## src/rtl/btn_pkg.sv

```systemverilog
// Shared definitions for the button event logic: state encoding and default hold timings.
package btn_pkg;

  typedef enum logic [1:0] {
    ST_IDLE   = 2'd0,
    ST_HELD   = 2'd1,
    ST_REPEAT = 2'd2
  } btnState_t;

  localparam int unsigned LONG_CYCLES_DEF   = 50_000_000;
  localparam int unsigned REPEAT_CYCLES_DEF = 10_000_000;

endpackage

```

## src/rtl/btn_event_fsm.sv

```systemverilog
// Single-button event generator: press/release/long/repeat pulses plus held level,
// all registered, driven by one FSM and one hold counter.
module btn_event_fsm
  import btn_pkg::*;
#(
  parameter int unsigned LONG_CYCLES   = LONG_CYCLES_DEF,
  parameter int unsigned REPEAT_CYCLES = REPEAT_CYCLES_DEF,
  parameter int unsigned CNT_W         = 26
) (
  input  logic clk,
  input  logic rst_n,
  input  logic btnIn,
  output logic press_o,
  output logic release_o,
  output logic long_o,
  output logic repeat_o,
  output logic held_o
);

  localparam logic [CNT_W-1:0] LONG_MAX   = CNT_W'(LONG_CYCLES - 1);
  localparam logic [CNT_W-1:0] REPEAT_MAX = CNT_W'(REPEAT_CYCLES - 1);

  btnState_t        stateQ, stateD;
  logic [CNT_W-1:0] cntQ, cntD;
  logic             pressQ, pressD;
  logic             releaseQ, releaseD;
  logic             longQ, longD;
  logic             repeatQ, repeatD;
  logic             heldQ, heldD;

  always_comb begin
    stateD   = stateQ;
    cntD     = cntQ;
    pressD   = 1'b0;
    releaseD = 1'b0;
    longD    = 1'b0;
    repeatD  = 1'b0;
    case (stateQ)
      ST_IDLE: begin
        if (btnIn) begin
          pressD = 1'b1;
          stateD = ST_HELD;
          cntD   = '0;
        end
      end
      ST_HELD: begin
        // Release is checked first so it wins over a coincident long threshold.
        if (!btnIn) begin
          releaseD = 1'b1;
          stateD   = ST_IDLE;
          cntD     = '0;
        end else if (cntQ == LONG_MAX) begin
          longD  = 1'b1;
          stateD = ST_REPEAT;
          cntD   = '0;
        end else begin
          cntD = cntQ + 1'b1;
        end
      end
      ST_REPEAT: begin
        if (!btnIn) begin
          releaseD = 1'b1;
          stateD   = ST_IDLE;
          cntD     = '0;
        end else if (cntQ == REPEAT_MAX) begin
          repeatD = 1'b1;
          cntD    = '0;
        end else begin
          cntD = cntQ + 1'b1;
        end
      end
      default: begin
        stateD = ST_IDLE;
        cntD   = '0;
      end
    endcase
    heldD = (stateD == ST_HELD) || (stateD == ST_REPEAT);
  end

  always_ff @(posedge clk) begin
    if (!rst_n) begin
      stateQ   <= ST_IDLE;
      cntQ     <= '0;
      pressQ   <= 1'b0;
      releaseQ <= 1'b0;
      longQ    <= 1'b0;
      repeatQ  <= 1'b0;
      heldQ    <= 1'b0;
    end else begin
      stateQ   <= stateD;
      cntQ     <= cntD;
      pressQ   <= pressD;
      releaseQ <= releaseD;
      longQ    <= longD;
      repeatQ  <= repeatD;
      heldQ    <= heldD;
    end
  end

  assign press_o   = pressQ;
  assign release_o = releaseQ;
  assign long_o    = longQ;
  assign repeat_o  = repeatQ;
  assign held_o    = heldQ;

endmodule

```

## src/rtl/button_events.sv

```systemverilog
// Bank of independent per-button event generators between the debouncers and the app FSMs.
module button_events
  import btn_pkg::*;
#(
  parameter int unsigned N_BTN         = 4,
  parameter int unsigned LONG_CYCLES   = LONG_CYCLES_DEF,
  parameter int unsigned REPEAT_CYCLES = REPEAT_CYCLES_DEF,
  parameter int unsigned CNT_W         = 26
) (
  input  logic             clk,
  input  logic             rst_n,
  input  logic [N_BTN-1:0] btnIn,
  output logic [N_BTN-1:0] press_o,
  output logic [N_BTN-1:0] release_o,
  output logic [N_BTN-1:0] long_o,
  output logic [N_BTN-1:0] repeat_o,
  output logic [N_BTN-1:0] held_o
);

  for (genvar i = 0; i < N_BTN; i++) begin : gBtn
    btn_event_fsm #(
      .LONG_CYCLES  (LONG_CYCLES),
      .REPEAT_CYCLES(REPEAT_CYCLES),
      .CNT_W        (CNT_W)
    ) uFsm (
      .clk      (clk),
      .rst_n    (rst_n),
      .btnIn    (btnIn[i]),
      .press_o  (press_o[i]),
      .release_o(release_o[i]),
      .long_o   (long_o[i]),
      .repeat_o (repeat_o[i]),
      .held_o   (held_o[i])
    );
  end

endmodule

```

## config.mk

```make
export PLATFORM = sky130hd
export DESIGN_NAME = button_events
export DESIGN_NICKNAME = d
export VERILOG_FILES = /design/src/rtl/btn_pkg.sv /design/src/rtl/btn_event_fsm.sv /design/src/rtl/button_events.sv
export SDC_FILE = /design/constraint.sdc
export NUM_CORES = 1
export LEC_CHECK = 0
export CAP_MARGIN = 20
export CORE_MARGIN = 1
export CORE_UTILIZATION = 45
export CTS_CLUSTER_SIZE = 24
export DETAILED_ROUTE_END_ITERATION = 12
export RECOVER_POWER = 100
export SYNTH_ARGS = -nofsm -noshare
export SYNTH_HDL_FRONTEND = slang
export SYNTH_SLANG_ARGS = --single-unit
export TNS_END_PERCENT = 10
```

## constraint.sdc

```tcl
create_clock -name clk -period 6.45 [get_ports clk]
set_input_delay 0.645 -clock clk [delete_from_list [all_inputs] [get_ports clk]]
set_output_delay 0.645 -clock clk [all_outputs]
set_load 0.02 [all_outputs]
```

==> impl_metrics.toml, run 1 <==
[outcome]
status = "finished, violations left"
violations = "max-capacitance violations, max-slew violations"

[finish]
drive_above_1_share = 0.0470
final_cells = 1060
area_growth_pct = 11.3
fillers = 1410
final_nets = 885
diodes = 0

[logic_synthesis]
ys_ff_latch = 132
synth.yosys.seq_area_share = 0.376
syn_area_um2 = 7040
ys_types = 64
synth_ff_type = "dfxtp_1"
yosysWarnings = 0
syn-mean-instance-area_um2 = 8.01
async_reset_ff_frac = 0
postSynthCellCount = 878
syn_nets = 904
synth_edf_count = 0

[power]
pwr-share-comb = 0.043
leakage_nw = 2.67
p_switching_uw = 417
peakVddDrop_mv = 0.189
p_int_mw = 1.56
power.share.clock = 0.536
p_sw_frac = 0.211
seq_power_share = 0.420
power_per_cell_area_nw_per_um2 = 252

[cts]
cts.sinks = 132
clk_pin_slew_ps = 60
root_buffer = "clkbuf_16"
ctsResizeCount = 0
holdBufCountCts = 0
h-tree-depth = 4
clk_path_buf_depth = 2
post_cts_buffers = 0
cts_tree = "yes"
cts_inserted_buffers = 17
clkLatencyLatePin_ps = 430

[die]
initial_core_util = 0.463
ios = 26
fp.coreArea_um2 = 15200
die_h_um = 127
rows = 45
dieArea_um2 = 16100
die_x_um = 127

[worst_setup_path]
critPathCaptureType = "flip-flop"
start_kind = "input port"
worst_ep_arrival_time_ps = 4230
path_class = "in2reg"
critical_path.most_common_cell = "clkbuf_1"
cp_cell_sequence = "dlygate4sd3_1, clkbuf_1, nand3_1, a21oi_1, clkbuf_1, nand2_1, o311ai_0"
cp_max_fo = 47
reg2reg_depth = 8
cpPeakStageDelay_ps = 1350
slowest_stage = "clkbuf_1"
crit_required_ps = 6770

[worst_hold_path]
hold_class = "reg2reg"
whs_path_depth = 2

[sta]
tightest_slew_ps = 1860
rsz0062_at_grt = "false"
fin_crit_sh = 0.607
tns_ps = 0
slew_viol_final = 97
finalSetupViolCount = 0
hold_ws_ps = 477
max_freq_mhz = 255
slew_headroom = -0.241
finClkSkew_ps = 10.7
finalCriticalPeriod_ps = 3910
finalHoldViolCount = 0

[place]
portBuffers = 25
dp_cells = 1028
hpwl_mm = 10.8
gp_congestion = 0.792

[route]
drt_first_pass_iters = 5
detail-route-antenna-nets = 0
via_count = 6377
first_iter_violations = 504
viasPerCell = 6.02
drt-total-wl_mm = 15.8
wire_per_inst_um = 14.9
drc = 0

[flow_run]
cap_viol_max_count = 2

[global_routing]
grt_pass1_vias = 5836
grt_pass1_wl_mm = 26.9
grt_start_max_net_pins = 49
grt.total_usage = 0.205
antenna_found_initial = 0
overflow = 0
layout by cell type, fill, tap and decap left out, types with 7 or more instances in the layout:
master,instances
dfxtp_1,132
and3b_1,8
o21ai_0,44
nor4_1,9
and2_1,9
a21oi_1,62
nor3_1,21
inv_1,32
and3_1,20
dlygate4sd3_1,21
a31oi_1,57
clkbuf_1,8
or3_1,16
nand4_1,31
ha_1,20
clkbuf_16,17
nand2_1,93
a21o_1,9
a22o_1,13
nand2b_1,16
and4_1,14
nand3_1,73
xnor2_1,7
a41oi_1,7
nor2_1,40
worst paths after layout:
path                                                    startpoint                                  to  slack [ps]
worst max-delay path                                         rst_n  gBtn[3].uFsm.cntQ[19]$_SDFFE_PN0P_        2540
worst min-delay path            gBtn[3].uFsm.cntQ[25]$_SDFFE_PN0P_  gBtn[3].uFsm.cntQ[25]$_SDFFE_PN0P_         480
worst max register to register   gBtn[2].uFsm.cntQ[0]$_SDFFE_PN0P_  gBtn[2].uFsm.cntQ[13]$_SDFFE_PN0P_        3110
worst min register to register  gBtn[3].uFsm.cntQ[25]$_SDFFE_PN0P_  gBtn[3].uFsm.cntQ[25]$_SDFFE_PN0P_         480
layer usage:
metal	vias to the layer above	wire [um]	global-route usage	part of all wire
met3	34	630	0.0515	0.040
met2	122	7330	0.330	0.46
li1	3197	-	-	-
met4	0	443	0.110	0.028
met1	3024	7400	0.252	0.47
met5	-	0	0	0
sequential cells by signal, summed over array words and instances (netlist names):
| register | flops |
|---|---|
| gBtn.uFsm.stateQ | 8 |
| gBtn.uFsm.release_o | 4 |
| gBtn.uFsm.long_o | 4 |
| gBtn.uFsm.repeat_o | 4 |
| gBtn.uFsm.press_o | 4 |
| gBtn.uFsm.held_o | 4 |
| gBtn.uFsm.cntQ | 104 |
cell families after synthesis:
kind of cell | count (synthesis) | share of synthesized area
and+or+nand+nor | 387 | 0.300
AOI/OAI and AO/OA | 221 | 0.198
DFF | 132 | 0.376
buffers and inverters | 100 | 0.0674
adders and majority gates | 20 | 0.0356
xor gates and xnor gates | 12 | 0.0149
muxes | 6 | 0.00889
cells in the mapped netlist, types with 3 or more instances:
cell type | count | area share
a21oi_1 | 63 | 0.045
inv_1 | 32 | 0.017
nand3_1 | 73 | 0.052
ha_1 | 20 | 0.036
a21o_1 | 8 | 0.0085
xnor2_1 | 7 | 0.0087
nor3_1 | 21 | 0.015
nor4_1 | 9 | 0.0080
and4_1 | 14 | 0.017
nand2_1 | 93 | 0.050
nor3b_1 | 4 | 0.0043
nand3b_1 | 4 | 0.0043
clkbuf_1 | 36 | 0.019
a31oi_1 | 57 | 0.051
nor2_1 | 40 | 0.021
nand4_1 | 31 | 0.028
mux2i_1 | 4 | 0.0057
nand2b_1 | 16 | 0.014
a41oi_1 | 7 | 0.0087
or4_1 | 6 | 0.0064
dfxtp_1 | 132 | 0.38
o21a_1 | 3 | 0.0032
o211ai_1 | 3 | 0.0032
a22o_1 | 13 | 0.016
or3_1 | 16 | 0.014
buf_4 | 21 | 0.022
o41ai_1 | 4 | 0.0050
nor4b_1 | 6 | 0.0075
o21ai_0 | 44 | 0.031
xor2_1 | 5 | 0.0062
and3b_1 | 8 | 0.010
and3_1 | 20 | 0.018
and2_1 | 9 | 0.0080
buf_2 | 4 | 0.0028
buf_1 | 5 | 0.0027
nor2b_1 | 3 | 0.0027
power by group through the flow:
| stage | Clock (mW) | Combinational, mW | Sequential [mW] |
|---|---|---|---|
| global placement | 0 | 0.0848 | 0.848 |
| global route | 1.11 | 0.0944 | 0.831 |
| detailed placement | 0 | 0.0877 | 0.848 |
| CTS | 1.08 | 0.0880 | 0.830 |
| floorplan | 0 | 0.0680 | 0.846 |
| finish | 1.06 | 0.0854 | 0.830 |
worst max-delay path, delay by kind of cell:
kind | cells | cell delay [ps]
and+or+nand+nor | 2 | 340
AOI/OAI and AO/OA | 2 | 480
buffers and inverters | 3 | 2740
final cells by class:
| class | instances | area, um^2 | share of cell area |
|---|---|---|---|
| flip-flops and latches | 132 | 2640 | 0.337 |
| repair buffers | 30 | 269 | 0.0344 |
| clock inverters | 10 | 178 | 0.0227 |
| well taps | 188 | 235 | 0.0300 |
| multi-input cells | 646 | 3920 | 0.501 |
| inverters | 32 | 120 | 0.0153 |
| clock buffers | 22 | 464 | 0.0593 |
per-stage QoR:
stage	power [mW]	instance area (um^2)	util	setup slack [ps]
after detailed placement	0.936	7220	0.475	3720
after global placement	0.933	7210	0.474	3460
after floorplan	0.914	7040	-	4180
after global routing	2.04	7830	0.515	1990
after CTS	2.00	7870	0.517	3830
final	1.97	7830	0.515	2540
(Power assumes the default switching activity.)
==> run 2, diff against run 1 <==
Clock period 6.45 ns to 3.7 ns, I/O delays scaled along.
==> run 2 against run 1 <==
  * The flow now finishes without violations
  * Global-route usage about the same
  * Flip-flop and latch count unchanged
  * Final cell count up 0.19%
  * Via count about the same
  * Critical endpoint unchanged
  * Highest routed layer unchanged
==> impl_metrics.toml, run 2 (synthesized netlist as in run 1, its figures left out) <==
[cts]
cts.sinks = 132
cts_tree = "yes"
clk_pin_slew_ps = 60
cts_inserted_buffers = 17
post_cts_buffers = 0
clkLatencyLatePin_ps = 420
root_buffer = "clkbuf_16"
holdBufCountCts = 0
clk_path_buf_depth = 2
ctsResizeCount = 0
h-tree-depth = 4

[finish]
final_cells = 1062
largest_reg_flops = 104
layout.cells.most_common = "dfxtp_1"
fillers = 1442
final_nets = 887
area_growth_pct = 11.8
regMostFlops = "gBtn.uFsm.cntQ"
final_util = 0.518
drive_above_1_share = 0.0526
final_cell_mix = "132 x dfxtp_1, 93 x nand2_1, 73 x nand3_1"
diodes = 0
multi_input_area_um2 = 3900
reg.largest.list = "gBtn.uFsm.cntQ (104), gBtn.uFsm.stateQ (8)"
ff_latch_area_um2 = 2640

[die]
fp.coreArea_um2 = 15200
die_h_um = 127
ios = 26
die_x_um = 127
dieArea_um2 = 16100
initial_core_util = 0.463
rows = 45

[worst_setup_path]
reg2reg_depth = 8
cp_max_fo = 19
critPathCaptureType = "flip-flop"
crit_required_ps = 4020
r2r_end = "gBtn[3].uFsm.cntQ[19]$_SDFFE_PN0P_"
r2r_setup_slack_ps = 730
path_class = "reg2reg"
start_kind = "flip-flop"
worst_ep_arrival_time_ps = 3290
r2r_start = "gBtn[3].uFsm.cntQ[0]$_SDFFE_PN0P_"

[place]
post-place-ws_ps = 908
gp_congestion = 0.826
dp_cells = 1030
portBuffers = 25
hpwl_mm = 10.8

[route]
drt-total-wl_mm = 16.1
drt_first_pass_iters = 5
drc = 0
via_count = 6382
wire_per_inst_um = 15.2
detail-route-antenna-nets = 0
first_iter_violations = 434
viasPerCell = 6.01

[flow_run]
cap_viol_max_count = 0

[power]
p_sw_frac = 0.217
power.share.clock = 0.540
seq_power_share = 0.416
p_int_mw = 2.72
peakVddDrop_mv = 0.357
leakage_nw = 2.69
p_switching_uw = 754
pwr-share-comb = 0.044
power_per_cell_area_nw_per_um2 = 442

[worst_hold_path]
whs_path_depth = 1
hold_class = "reg2reg"
hold_end = "gBtn[2].uFsm.cntQ[6]$_SDFFE_PN0P_"
holdCritStartpoint = "gBtn[2].uFsm.cntQ[6]$_SDFFE_PN0P_"

[sta]
fin_crit_sh = 0.803
tns_ps = 0
timing.final.ws_setup_ps = 731
rsz0062_at_grt = "false"
slew_viol_final = 0
hold_ws_ps = 490
finalCriticalPeriod_ps = 2970
max_freq_mhz = 337
tightest_slew_ps = 1290
slew_headroom = 0.139
finalSetupViolCount = 0
finClkSkew_ps = 6.04
finalHoldViolCount = 0

[global_routing]
overflow = 0
grt_pass1_vias = 5784
grt_pass1_wl_mm = 26.9
antenna_found_initial = 0
grt.total_usage = 0.205
grt_start_max_net_pins = 36

[outcome]
status = "finished, final reports clean"
-- run 2: worst max-delay path by stage --
| stage | end | depth (start not counted) | startpoint |
|---|---|---|---|
| after CTS | gBtn[2].uFsm.cntQ[13]$_SDFFE_PN0P_ | 8 | gBtn[2].uFsm.cntQ[0]$_SDFFE_PN0P_ |
| after floorplan | gBtn[1].uFsm.cntQ[10]$_SDFFE_PN0P_ | 7 | gBtn[1].uFsm.cntQ[16]$_SDFFE_PN0P_ |
| after global placement | gBtn[1].uFsm.cntQ[9]$_SDFFE_PN0P_ | 5 | rst_n |
| after global routing | gBtn[3].uFsm.cntQ[19]$_SDFFE_PN0P_ | 8 | gBtn[3].uFsm.cntQ[0]$_SDFFE_PN0P_ |
| after detailed placement | gBtn[2].uFsm.cntQ[11]$_SDFFE_PN0P_ | 6 | rst_n |
| final | gBtn[3].uFsm.cntQ[19]$_SDFFE_PN0P_ | 8 | gBtn[3].uFsm.cntQ[0]$_SDFFE_PN0P_ |
-- run 2: final cells by class --
type / count / share of cell area
clock buffer: 20 / 0.0580
clock inverter: 12 / 0.0258
inverter: 32 / 0.0153
multi-input combinational: 646 / 0.495
sequential: 132 / 0.336
tap: 188 / 0.0299
timing repair buffer: 32 / 0.0398
-- run 2: metrics by stage --
stage | power (mW) | instance area, um^2
final | 3.48 | 7870
after global routing | 3.58 | 7870
after CTS | 3.51 | 7910
after detailed placement | 1.63 | 7250
after global placement | 1.63 | 7240
after floorplan | 1.59 | 7040
-- run 2: worst max-delay path, stage by stage, from the launching register on --
cell      delay (ps)
dfxtp_1          330
ha_1             250
and4_1           240
nand4_1          190
o21ai_0          130
a21oi_1         1020
buf_4            350
nand2_1           90
o311ai_0         260
-- run 2: power groups by stage --
stage          Clock (mW)  Sequential (mW)  Combinational, mW
2_1_floorplan           0             1.47              0.118
5_1_grt              1.96             1.45              0.168
3_5_place_dp            0             1.48              0.157
3_3_place_gp            0             1.48              0.152
6_report             1.88             1.45              0.152
4_1_cts              1.91             1.45              0.158
-- run 2: routing by layer --
| metal | global-route usage | vias to the layer above | share of wire |
|---|---|---|---|
| met1 | 0.257 | 3028 | 0.46 |
| met3 | 0.0469 | 22 | 0.041 |
| met5 | 0 | - | 0 |
| met4 | 0.0910 | 0 | 0.013 |
| met2 | 0.337 | 132 | 0.48 |
| li1 | - | 3200 | - |
==> run 3, diff against run 2 <==
Clock period 3.7 ns to 2.8 ns, I/O delays scaled along.
==> run 3 against run 2 <==
  * Clock power grew 11%
  * Cell area is 0.99% higher
  * Flip-flop and latch count stayed put
  * Critical path depth decreased by 1
  * Wire length shrank 0.50%
  * Final cell count up 1.8%
==> impl_metrics.toml, run 3 (synthesized netlist as in run 1, its figures left out) <==
[outcome]
status = "finished, final reports clean"

[finish]
reg.largest.list = "gBtn.uFsm.cntQ (104), gBtn.uFsm.stateQ (8)"
final_util = 0.523
fillers = 1417
ff_latch_area_um2 = 2640
diodes = 0
multi_input_area_um2 = 3920
largest_reg_flops = 104
regMostFlops = "gBtn.uFsm.cntQ"
layout.cells.most_common = "dfxtp_1"
final_nets = 907
drive_above_1_share = 0.0750
final_cell_mix = "132 x dfxtp_1, 93 x nand2_1, 73 x nand3_1"
area_growth_pct = 12.9
final_cells = 1081
stdcell_area_um2 = 7950

[sta]
tns_ps = 0
max_freq_mhz = 388
rsz0062_at_grt = "false"
finalSetupViolCount = 0
fin_crit_sh = 0.921
finalCriticalPeriod_ps = 2580
finClkSkew_ps = 6.71
slew_viol_final = 0
finalHoldViolCount = 0
slew_headroom = 0.502
tightest_slew_ps = 748

[cts]
cts_tree = "yes"
clk_pin_slew_ps = 60
cts_inserted_buffers = 17
h-tree-depth = 4
clk_path_buf_depth = 2
root_buffer = "clkbuf_16"
clkLatencyLatePin_ps = 410
cts.sinks = 132

[worst_setup_path]
slowest_stage = "or4b_1"
cpPeakStageDelay_ps = 530
worst_ep_arrival_time_ps = 2880
cp_max_fo = 19
path_class = "reg2reg"
start_kind = "flip-flop"
crit_required_ps = 3100
cp_cell_sequence = "or4b_1, or3_1, o41ai_4, a21oi_2, buf_8, o221ai_1, o41ai_1"
critPathCaptureType = "flip-flop"

[global_routing]
overflow = 0
met2_usage = 0.341
use_met1 = 0.266
busiest_layer = "met2"
use_met3 = 0.0473
grt_pass1_wl_mm = 27.3
grt_start_max_net_pins = 30
antenna_found_initial = 0
grt.total_usage = 0.207
grt_pass1_vias = 5874

[route]
drt_first_pass_iters = 5
viasPerCell = 5.99
drc = 0
first_iter_violations = 478
wire_per_inst_um = 14.8
via_count = 6474
drt-total-wl_mm = 16.0
detail-route-antenna-nets = 0

[place]
dpl_cell_area_um2 = 7390
dp_cells = 1048
gp_congestion = 0.848
hpwl_mm = 11.1
portBuffers = 25

[die]
rows = 45
fp.coreArea_um2 = 15200
dieArea_um2 = 16100
ios = 26
die_h_um = 127
initial_core_util = 0.463
die_x_um = 127

[power]
leakage_nw = 2.75
power_per_cell_area_nw_per_um2 = 528
power_mw = 4.20
peakVddDrop_mv = 0.434

[flow_run]
cap_viol_max_count = 0

[worst_hold_path]
hold_class = "reg2reg"
==> run 3: changes by cell type in the layout (fill, tap and decap cells not counted), moves of 2 or more <==
| cell | delta |
|---|---|
| bufinv_16 | -5 |
| a21o_1 | -2 |
| clkinv_2 | +3 |
| buf_8 | +2 |
| a21o_2 | +2 |
| clkbuf_8 | +4 |
| buf_4 | +16 |
| clkinv_4 | -2 |
==> run 3: layout make-up <==
cell class              count  area share
clock inverters             8     0.00630
flip-flops and latches    132       0.333
well taps                 188      0.0296
multi-input cells         646       0.493
inverters                  32      0.0151
repair buffers             52      0.0597
clock buffers              23      0.0639
==> run 3: path summary, 6_finish.rpt <==
| path | slack (ps) | cells past startpoint | to | startpoint |
|---|---|---|---|---|
| min reg2reg | 470 | 1 | gBtn[2].uFsm.cntQ[6]$_SDFFE_PN0P_ | gBtn[2].uFsm.cntQ[6]$_SDFFE_PN0P_ |
| min | 470 | 1 | gBtn[2].uFsm.cntQ[6]$_SDFFE_PN0P_ | gBtn[2].uFsm.cntQ[6]$_SDFFE_PN0P_ |
| max | 220 | 7 | gBtn[1].uFsm.cntQ[21]$_SDFFE_PN0P_ | gBtn[1].uFsm.cntQ[16]$_SDFFE_PN0P_ |
| max reg2reg | 220 | 7 | gBtn[1].uFsm.cntQ[21]$_SDFFE_PN0P_ | gBtn[1].uFsm.cntQ[16]$_SDFFE_PN0P_ |
==> run 3: routing by layer <==
metal	share of wire	wire [um]
met5	0	0
met4	0.013	201
met3	0.038	612
met2	0.47	7620
met1	0.47	7610
==> run 3: per-stage QoR <==
stage / setup slack, ps / hold WS (ps)
after floorplan: 530 / 444
after global placement: 189 / 463
after detailed placement: 125 / 468
after CTS: 105 / 479
after global routing: 13.9 / 505
final: 221 / 473
==> run 3: what timing repair did <==
action | CTS | global route
hold buffers | 0 | 0
setup buffers | 0 | 0
gates resized for setup | 0 | 1
setup endpoints to repair | 0 | 1
==> run 3: worst max-delay path: cells and delay by family, from the launching register on <==
family	cells	cell delay, ps
buffers and inverters	1	220
flip-flops	1	360
AND/OR/NAND/NOR	2	960
AO/OA/AOI/OAI	4	930
==> run 3: report_power, final <==
part	switching, mW	total (mW)	leakage (nW)	internal (mW)
clock	0.818	2.08	0.269	1.26
combinational	0.127	0.207	1.42	0.0805
sequential	0.0133	1.91	1.07	1.90
total	0.957	4.20	2.75	3.24
